$ cat config.mk
export PLATFORM = sky130hd
export DESIGN_NAME = a1csa_dec_pipe
export DESIGN_NICKNAME = d
export VERILOG_FILES = /design/src/rtl/a1csa_pkg.sv /design/src/rtl/rb_dec3.sv /design/src/rtl/a1csa_dec_pipe.sv
export SDC_FILE = /design/constraint.sdc
export NUM_CORES = 1
export LEC_CHECK = 0
export CORE_MARGIN = 3
export CORE_UTILIZATION = 40
export DETAILED_ROUTE_END_ITERATION = 6
export GPL_TIMING_DRIVEN = 1
export HOLD_SLACK_MARGIN = 0.12
export PLACE_DENSITY = 0.66
export SLEW_MARGIN = 20
export SYNTH_ARGS = -nofsm -noshare
export SYNTH_HDL_FRONTEND = slang
export SYNTH_SLANG_ARGS = --single-unit
$ cat constraint.sdc
create_clock -name clk -period 3.05 [get_ports clk]
set_input_delay 0.915 -clock clk [delete_from_list [all_inputs] [get_ports clk]]
set_output_delay 0.915 -clock clk [all_outputs]
set_load 0.02 [all_outputs]
$ cat src/rtl/a1csa_pkg.sv
// Shared constants for the segmented decrement pipeline.
package a1csa_pkg;

    localparam int unsigned A1CSA_SEG   = 3;
    localparam int unsigned A1CSA_WIDTH = 12;
    localparam int unsigned A1CSA_NSEG  = A1CSA_WIDTH / A1CSA_SEG;

endpackage

$ cat src/rtl/rb_dec3.sv
// Conditional decrement of one 3-bit segment; each bit toggles when all lower bits are zero.
module rb_dec3
    import a1csa_pkg::*;
(
    input  logic                 sel,
    input  logic [A1CSA_SEG-1:0] seg,
    output logic [A1CSA_SEG-1:0] dec
);

    assign dec[0] = seg[0] ^ sel;
    assign dec[1] = seg[1] ^ (sel & ~seg[0]);
    assign dec[2] = seg[2] ^ (sel & ~seg[0] & ~seg[1]);

endmodule

$ cat src/rtl/a1csa_dec_pipe.sv
// Two-stage valid/ready pipeline computing (x - sel) mod 2^WIDTH with a segmented borrow chain.
module a1csa_dec_pipe
    import a1csa_pkg::*;
#(
    parameter int unsigned WIDTH = A1CSA_WIDTH,
    parameter int unsigned SEG   = A1CSA_SEG
) (
    input  logic             clk,
    input  logic             rst,
    input  logic             in_valid,
    output logic             in_ready,
    input  logic [WIDTH-1:0] x,
    input  logic             sel,
    output logic             out_valid,
    input  logic             out_ready,
    output logic [WIDTH-1:0] result,
    output logic             borrow_out
);

    localparam int unsigned NSEG = WIDTH / SEG;

    logic             s1_valid;
    logic [WIDTH-1:0] s1_x;
    logic             s1_sel;
    logic [NSEG-1:0]  s1_zero;
    logic             s2_valid;
    logic [WIDTH-1:0] s2_result;
    logic             s2_borrow;

    logic             s1_load;
    logic             s2_load;
    logic [NSEG-1:0]  seg_zero;
    logic [NSEG-1:0]  seg_bsel;
    logic [WIDTH-1:0] dec_x;
    logic             chain;

    assign s2_load  = !s2_valid || out_ready;
    assign s1_load  = !s1_valid || s2_load;
    assign in_ready = s1_load;

    always_comb begin
        seg_zero = '0;
        for (int k = 0; k < NSEG; k++) begin
            seg_zero[k] = (x[k*SEG +: SEG] == '0);
        end
    end

    // A segment borrows only when sel is set and every segment below it is zero.
    always_comb begin
        seg_bsel = '0;
        chain    = s1_sel;
        for (int k = 0; k < NSEG; k++) begin
            seg_bsel[k] = chain;
            chain       = chain & s1_zero[k];
        end
    end

    for (genvar k = 0; k < NSEG; k++) begin : g_seg
        rb_dec3 u_dec (
            .sel (seg_bsel[k]),
            .seg (s1_x[k*SEG +: SEG]),
            .dec (dec_x[k*SEG +: SEG])
        );
    end

    always_ff @(posedge clk) begin
        if (rst) begin
            s1_valid  <= 1'b0;
            s2_valid  <= 1'b0;
            s2_result <= '0;
            s2_borrow <= 1'b0;
        end else begin
            if (s1_load) begin
                s1_valid <= in_valid;
            end
            if (s2_load) begin
                s2_valid <= s1_valid;
                if (s1_valid) begin
                    s2_result <= dec_x;
                    s2_borrow <= s1_sel & (&s1_zero);
                end
            end
        end
    end

    always_ff @(posedge clk) begin
        if (s1_load && in_valid) begin
            s1_x    <= x;
            s1_sel  <= sel;
            s1_zero <= seg_zero;
        end
    end

    // Empty-stage data never reaches the outputs.
    assign out_valid  = s2_valid;
    assign result     = s2_valid ? s2_result : '0;
    assign borrow_out = s2_valid & s2_borrow;

endmodule

Word-level counts from Yosys, hierarchy flattened
Cells that the tools add are included.
- muxes and demuxes: 1
- bitwise operators: 33
- reductions and logical operators: 11
- operator list (cell ; number):
    $and A1 B1 Y1 ; 13
    $logic_not A3 Y1 ; 4
    $mux W12 ; 1
    $xor A1 B1 Y1 ; 12
    $not A1 Y1 ; 8
    $reduce_and A4 Y1 ; 1
    $logic_not A1 Y1 ; 2
    $logic_or A1 B1 Y1 ; 2
    $reduce_and A2 Y1 ; 1
    $logic_and A1 B1 Y1 ; 1
- input port bits: 17
- word-level logic and storage cells: 52
- register bits: 32

Depth between registers and ports, before layout
Gate-level depths: netlist of run 1.
- depth after elaboration: 6
- depth in mapped cells: 5
- mapped depth without buffers: 5

Hierarchy
Synthesis of run 1 repeated with hierarchy kept, for this count alone.
- cells, all modules: 134
- area total of the unflattened synthesis: 1521.5 µm²
- modules (own cells, without submodules) (module ; sequential area each (µm²) ; area each (µm²) ; cells each ; instances):
    a1csa_dec_pipe ; 810.8 ; 1326.3 ; 106 ; 1
    rb_dec3 ; 0.0 ; 48.8 ; 7 ; 4

Least setup slack after synthesis of run 1
OpenSTA, ideal clock, no wires.
- kind: input -> output
- start point: input out_ready
- end point: output in_ready
- slack: 0.894 ns
- stages: 2
- path buffers: 0
- arrival: 1.241 ns
- path through: nor2b_1 -> nand2_1
- cells in the longest elaborated chain, start to end: 2
- RTL lines (element ; line ; source):
    start: declaration ; a1csa_dec_pipe.sv:15 ; input logic out_ready,
    $logic_or A1 B1 Y1 ; a1csa_dec_pipe.sv:37 ; assign s2_load = !s2_valid || out_ready;
    $logic_or A1 B1 Y1 ; a1csa_dec_pipe.sv:38 ; assign s1_load = !s1_valid || s2_load;
    end: declaration ; a1csa_dec_pipe.sv:11 ; output logic in_ready,
Every way passes these cells.

Final worst setup path of run 1
Ends and elaborated chain as after synthesis.

==> results by group, run 1 <==
Power
  • Pint: 0.6184 mW
  • Cell Pwr Density: approximately 450 nW/um^2
  • Clk pwr share: 26.7%
  • Switch Pwr: roughly 0.2 mW
  • Static Leak: 0.6868 nW
  • Switch share: 24.09%
  • Peak supply drop: 0.0002357 V
  • Sequential cell fraction of total power: 60.6%
  • Comb pwr share: between 10% and 20%

Critical path
  • CP max FO: 2
  • Reg2reg end: s1_x[8]$_DFFE_PP_
  • Critical path class: in -> out
  • R2r startpoint: out_valid$_SDFFE_PP0P_
  • CP Data Required Time: 2.13 ns
  • CP max stage cell: clkdlybuf4s50_1
  • CP Capture Type: primary output
  • Flop2flop setup slack: 1.48 ns
  • Crit path largest cell delay: 0.41 ns
  • R2r worst-path depth: 4
  • CP arrival: 1.90 ns
  • Startpoint Class: input pin
  • Critical-path cell list: clkdlybuf4s50_1 > nor2b_1 > nand2_1 > dlygate4sd2_1

Global route
  • Total track usage: ~14%
  • GRT overflow: 0
  • Vias in the first global route: 994
  • First-pass GRT wire length: roughly 4400 um
  • Pin count of the biggest net entering global routing: 18
  • Initial antenna violation count: 0

Timing
  • Fin crit share: 92.29%
  • Max Clk Rate: 355.3 MHz
  • Rel. slew slack: between 60% and 70%
  • Final setup viols: 0
  • Slew Viols, Final: 0
  • Hold_ws: 0.4956 ns
  • Min Clock Period, post-route: 2.815 ns
  • Setup Skew: 0.008002 ns
  • Final hold vios: 0
  • Setup Total Neg Slack: 0 ns
  • Unrepaired setup endpoints after global routing: no
  • Slew @ Worst Pin: 0.4987 ns

Hold path
  • Worst min path class: reg -> reg
  • Hold EP: s2_borrow$_SDFFE_PP0P_
  • Hold Crit Start: s2_borrow$_SDFFE_PP0P_
  • WHS Path Cells: 2

Cells and area
  • Finished Layout Cells: 196
  • Area growth from synthesis to layout: 29.26%
  • Final Net Count: 176
  • Antenna cells: 0
  • FILL cells: 298
  • Fraction of layout cells with a size suffix above 1: 14.47%

Yosys
  • FF+latch count, synth: 32
  • Gate Count Post-Synth: between 100 and 150
  • Top-count cell post-synth: edfxtp_1
  • Yosys top cell by area: edfxtp_1
  • Ys async rst share: 0%
  • Synth top area share: between 30 and 40%
  • Mapped cell area: 1403 sq um
  • Distinct cells, synth: 23
  • Seq/Total Area, Yosys: 57.81%
  • EDFF count, synth: 17
  • Largest cells by area after synthesis: edfxtp_1, dfxtp_1, a211oi_2
  • Synth cell count leaders: edfxtp_1, and2_1, dfxtp_1, a21oi_1
  • Post-synth top flop: edfxtp_1
  • Synth Warn #: 0
  • Syn Area/Cell: 12.20 sq um
  • Syn Nets: 140

Placed design
  • IO buf count: 31
  • Post-DP HPWL: 1859 um
  • Placed insts: 188
  • Gp weighted congestion: ~0.73

Floorplan
  • Die X: 65.22 um
  • Die footprint: 4253 sq um
  • CORE AREA: 3203 sq um
  • Die Height: 65.22 um
  • Initial Utilization: 43.79%
  • Row cnt: 20
  • Io pins: 32

Clock tree
  • Hold buffer count at cts: 0
  • CTS Buffer Depth: 2
  • CTS H-tree depth: 2
  • CTS clk-pin slew, worst paths: 0.09 ns
  • Clk_lat worst skew: 0.32 ns
  • Num Clock Sinks: 32
  • CTS tree: built
  • Total setup buffers inserted after CTS: 0
  • Num CTS Buffers: 5
  • Clock Tree Root: clkbuf_4
  • CTS resizes: 1

Routing
  • Average wire per standard cell: roughly 13 um
  • Final ANT Viol Nets: 0
  • TritonRoute pass-1 iters: 4
  • Vias: 959
  • Initial drt markers: 45
  • Total routed wirelength: 2550 um
  • Drt drc: 0
  • Via density: a little under 5

Outcome
  • Status: completed

Job
  • Maximum capacitance violations: 0
[critical path: cells and delay by family]
family                 cells  cell delay [ns]
buffers and inverters      2             0.74
and+or+nand+nor            2             0.24
[state kept, by name (all words and copies together) (netlist names)]
| name | flops |
|---|---|
| s1_x | 12 |
| s2_result | 12 |
| s1_zero | 4 |
| out_valid | 1 |
| s1_sel | 1 |
| s1_valid | 1 |
| s2_borrow | 1 |
[placed cells by master, fill, tap and decap left out]
cell type and instances:
and4_1 1, edfxtp_1 17, nand2b_1 1, buf_4 4, ha_1 8, nor2_1 3, and2_1 15, nand2_1 1
inv_1 9, dlygate4sd2_1 1, nor2b_1 1, dfxtp_1 15, a21oi_1 13, nand2b_2 1, clkbuf_4 5, and2_4 1
clkdlybuf4s50_1 30, nor3_1 4, a211oi_1 3, clkinv_1 1, o32ai_1 1, clkinv_2 2, xnor2_1 4, a211oi_2 9
nand3_1 1, and3_1 1
[power groups by stage]
stage | logic [mW] | registers, mW | clock network (mW)
after floorplan | 0.0612 | 0.500 | 0
after global placement | 0.102 | 0.503 | 0
after detailed placement | 0.104 | 0.504 | 0
after CTS | 0.105 | 0.494 | 0.228
after global routing | 0.114 | 0.497 | 0.259
final | 0.103 | 0.494 | 0.218
[per-stage QoR]
step	area [sq um]	utilization (%)	worst slack (ns)	total power, mW
floorplan	1403	-	0.8940	0.5609
finish	1813	56.60	0.2353	0.8147
global placement	1763	55.04	0.03296	0.6044
detailed placement	1763	55.04	0.003939	0.6082
CTS	1813	56.60	0.2215	0.8272
global route	1813	56.60	0.1471	0.8702
[worst max path at each step]
stage | to | slack [ns] | cells after the start | from
5_1_grt | in_ready | 0.15 | 4 | out_ready
6_report | in_ready | 0.24 | 4 | out_ready
3_5_place_dp | in_ready | 0.004 | 4 | out_ready
2_1_floorplan | in_ready | 0.89 | 2 | out_ready
4_1_cts | in_ready | 0.22 | 4 | out_ready
3_3_place_gp | in_ready | 0.03 | 4 | out_ready
[cells by family after synthesis]
| group | Yosys count | share of synthesized area, % |
|---|---|---|
| and+or+nand+nor | 30 | 12.76 |
| xor gates and xnor gates | 4 | 2.498 |
| buffers and inverters | 15 | 4.906 |
| adders and majority gates | 8 | 7.137 |
| DFF | 32 | 57.81 |
| AOI/OAI and AO/OA | 26 | 14.90 |
[layout make-up]
| cell class | instances | area [sq um] | area share, % |
|---|---|---|---|
| well taps | 44 | 55.05 | 3.037 |
| clock buffers | 5 | 37.54 | 2.070 |
| inverters | 9 | 33.78 | 1.863 |
| clock inverters | 3 | 13.76 | 0.7591 |
| flip-flops and latches | 32 | 810.8 | 44.72 |
| multi-input cells | 68 | 523.0 | 28.85 |
| repair buffers | 35 | 339.1 | 18.70 |
[metal layers]
| metal | vias to the layer above | wire length, um | global-route usage, % |
|---|---|---|---|
| li1 | 482 | - | - |
| met1 | 449 | 1043 | 14.92 |
| met2 | 23 | 1305 | 23.77 |
| met3 | 5 | 160 | 4.274 |
| met4 | 0 | 40 | 8.549 |
| met5 | - | 0 | 0 |
No activity file was read; power rests on OpenSTA's default activity.
==> run 2: changes to the inputs <==
--- a/config.mk
+++ b/config.mk
@@ -6,11 +6,11 @@
 export NUM_CORES = 1
 export LEC_CHECK = 0
 export CORE_MARGIN = 3
-export CORE_UTILIZATION = 40
+export CORE_UTILIZATION = 49
 export DETAILED_ROUTE_END_ITERATION = 6
 export GPL_TIMING_DRIVEN = 1
 export HOLD_SLACK_MARGIN = 0.12
-export PLACE_DENSITY = 0.66
+export PLACE_DENSITY = 0.78
 export SLEW_MARGIN = 20
 export SYNTH_ARGS = -nofsm -noshare
 export SYNTH_HDL_FRONTEND = slang
==> constraint.sdc (replaced) <==
create_clock -name clk -period 2.7 [get_ports clk]
set_input_delay 0.81 -clock clk [delete_from_list [all_inputs] [get_ports clk]]
set_output_delay 0.81 -clock clk [all_outputs]
set_load 0.02 [all_outputs]
==> run 2 against run 1 <==
Effect of this change: sequential share of layout area up 0.22 points; critical path depth unchanged; combinational power up 14%; clock power up 28%; count of clock-buffer cells in the layout up 1; sequential power up 13%; cell count down 7.1%; total power up 17%; worst hold slack better by 0.00093 ns; die area down 17%; global-route usage up 4.5 points; clock skew up 0.0067 ns; critical path type unchanged; largest cell class unchanged; largest power group unchanged.
==> results by group, run 2 (synthesized netlist as in run 1, its figures left out) <==
Power
  • Cell Pwr Density: 528.5 nW/um^2 (was 449.4 nW/um^2)
  • Peak supply drop: 0.0004292 V (was 0.0002357 V)
  • Static Leak: 0.6928 nW (was 0.6868 nW)

Floorplan
  • Die Height: 59.50 um (was 65.22 um)
  • Die footprint: 3540 sq um (was 4253 sq um)
  • CORE AREA: 2590 sq um (was 3203 sq um)
  • Row cnt: 18 (was 20)
  • Io pins: 32 (unchanged)
  • Initial Utilization: 54.15% (was 43.79%)
  • Die X: 59.50 um (was 65.22 um)

Cells and area
  • Final Core Density: 69.76% (was 56.60%)
  • Most common cell after layout, fill and taps aside: clkdlybuf4s50_1 (unchanged)
  • Final Net Count: 176 (unchanged)
  • Regs by FF count: s1_x x12, s2_result x12, s1_zero x4 (unchanged)
  • Most frequent cells in the layout: clkdlybuf4s50_1, edfxtp_1, and2_1 (was clkdlybuf4s50_1, edfxtp_1, and2_1, dfxtp_1, a21oi_1)
  • Fin area: 1807 sq um (was 1813 sq um)
  • Area growth from synthesis to layout: 28.81% (was 29.26%)
  • Finished Layout Cells: 182 (was 196)
  • FILL cells: 198 (was 298)
  • Area occupied by multi-input gates: 523.0 sq um (unchanged)
  • Antenna cells: 0 (unchanged)
  • Fraction of layout cells with a size suffix above 1: 15.79% (was 14.47%)
  • Register area: 812.0 sq um (was 810.8 sq um)

Routing
  • Initial drt markers: 18 (was 45)
  • Final ANT Viol Nets: 0 (unchanged)
  • Drt drc: 0 (unchanged)
  • Via density: 5.231 (was 4.893)
  • Average wire per standard cell: 14.66 um (was 13.01 um)
  • TritonRoute pass-1 iters: 4 (unchanged)
  • Vias: 952 (was 959)
  • Total routed wirelength: 2668 um (was 2550 um)

Timing
  • Setup Skew: 0.01466 ns (was 0.008002 ns)
  • Setup Total Neg Slack: 0 ns (unchanged)
  • Max Clk Rate: 384.6 MHz
  • Min Clock Period, post-route: approximately 2.6 ns
  • Final hold vios: 0 (unchanged)
  • Hold_ws: 0.4966 ns (was 0.4956 ns)
  • Slew Viols, Final: 0 (unchanged)
  • Unrepaired setup endpoints after global routing: no (unchanged)
  • Fin crit share: a little over nine tenths
  • Slew @ Worst Pin: 0.3686 ns (was 0.4987 ns)
  • Final setup viols: 0 (unchanged)
  • Rel. slew slack: 75.35% (was 66.65%)

Critical path
  • Critical path class: in -> out (unchanged)
  • CP max FO: 2 (unchanged)
  • CP Capture Type: primary output (unchanged)
  • R2r worst-path depth: 5 (was 4)
  • Crit. Startpoint: out_ready (unchanged)
  • CP arrival: 1.79 ns (was 1.90 ns)
  • R2r startpoint: s1_sel$_DFFE_PP_ (was out_valid$_SDFFE_PP0P_)
  • Startpoint Class: input pin (unchanged)
  • CP Data Required Time: 1.89 ns (was 2.13 ns)

Clock tree
  • Num Clock Sinks: 32 (unchanged)
  • Clock Tree Root: clkbuf_4 (unchanged)
  • CTS Buffer Depth: 2 (unchanged)
  • Num CTS Buffers: 5 (unchanged)
  • CTS H-tree depth: 2 (unchanged)
  • Clk_lat worst skew: 0.33 ns (was 0.32 ns)
  • CTS tree: built (unchanged)
  • Total setup buffers inserted after CTS: 0 (unchanged)
  • CTS clk-pin slew, worst paths: 0.10 ns (was 0.09 ns)

Hold path
  • Hold Crit Start: s2_borrow$_SDFFE_PP0P_ (unchanged)
  • Worst min path class: reg -> reg (unchanged)
  • WHS Path Cells: 2 (unchanged)

Global route
  • GRT overflow: 0 (unchanged)
  • Vias in the first global route: 991 (was 994)
  • Initial antenna violation count: 0 (unchanged)
  • Pin count of the biggest net entering global routing: 18 (unchanged)
  • First-pass GRT wire length: 4650 um (was 4367 um)
  • Total track usage: 18.39% (was 13.92%)

Job
  • Maximum capacitance violations: 0 (unchanged)

Placed design
  • Dpl cell area: 1745 sq um (was 1763 sq um)
  • IO buf count: 31 (unchanged)
  • Gp weighted congestion: 0.7020 (was 0.7322)
  • Post-DP HPWL: 1908 um (was 1859 um)
  • Placed insts: 174 (was 188)

Outcome
  • Status: completed (unchanged)
## run 2: changes by cell type in the layout (fill, tap and decap cells not counted), sizes merged
cell | before | now
clkinv | 3 | 2
clkbuf | 5 | 6
## run 2: worst paths after layout
check,to,slack (ns)
hold / removal,s2_borrow$_SDFFE_PP0P_,0.50
hold reg to reg,s2_borrow$_SDFFE_PP0P_,0.50
setup reg to reg,s2_result[11]$_SDFFE_PP0P_,1.23
setup / recovery,in_ready,0.1
## run 2: cell type report
| type | instances | area share, % |
|---|---|---|
| Sequential cell | 32 | 44.94 |
| Multi-Input combinational cell | 68 | 28.95 |
| Timing Repair Buffer | 35 | 18.77 |
| Clock buffer | 6 | 2.839 |
| Tap cell | 30 | 2.078 |
| Inverter | 9 | 1.870 |
| Clock inverter | 2 | 0.5540 |
## run 2: per-stage QoR
stage / power (mW) / worst slack [ns]
after CTS: 0.9677 / 0.08781
after floorplan: 0.6336 / 0.7540
after global routing: 1.013 / 0.01602
after detailed placement: 0.6877 / -0.1298
after global placement: 0.6818 / -0.1061
final: 0.9549 / 0.09965
## run 2: report_power, final
part	internal (mW)	total, mW	switching, mW
registers	0.544	0.558	0.0145
clock network	0.124	0.279	0.156
logic	0.0596	0.117	0.0578
## run 2: layer usage
layer / track usage [%] / vias up / share of wire (%)
li1: - / 481 / -
met1: 20.19 / 440 / 41
met2: 32.76 / 25 / 51
met3: 6.754 / 6 / 6.2
met4: 5.696 / 0 / 1.4
met5: 0 / - / 0
## run 2: repair_timing
item,4_1_cts,5_1_grt
endpoints found under the hold margin,0,0
gates resized for setup,1,1
gates cloned,0,0
setup endpoints to repair,1,1
hold buffers,0,0
## run 2: worst max-delay path: stages
cell             delay (ns)
clkdlybuf4s50_1        0.42
nor2b_1                0.15
nand2_1                0.08
dlygate4sd2_1          0.33
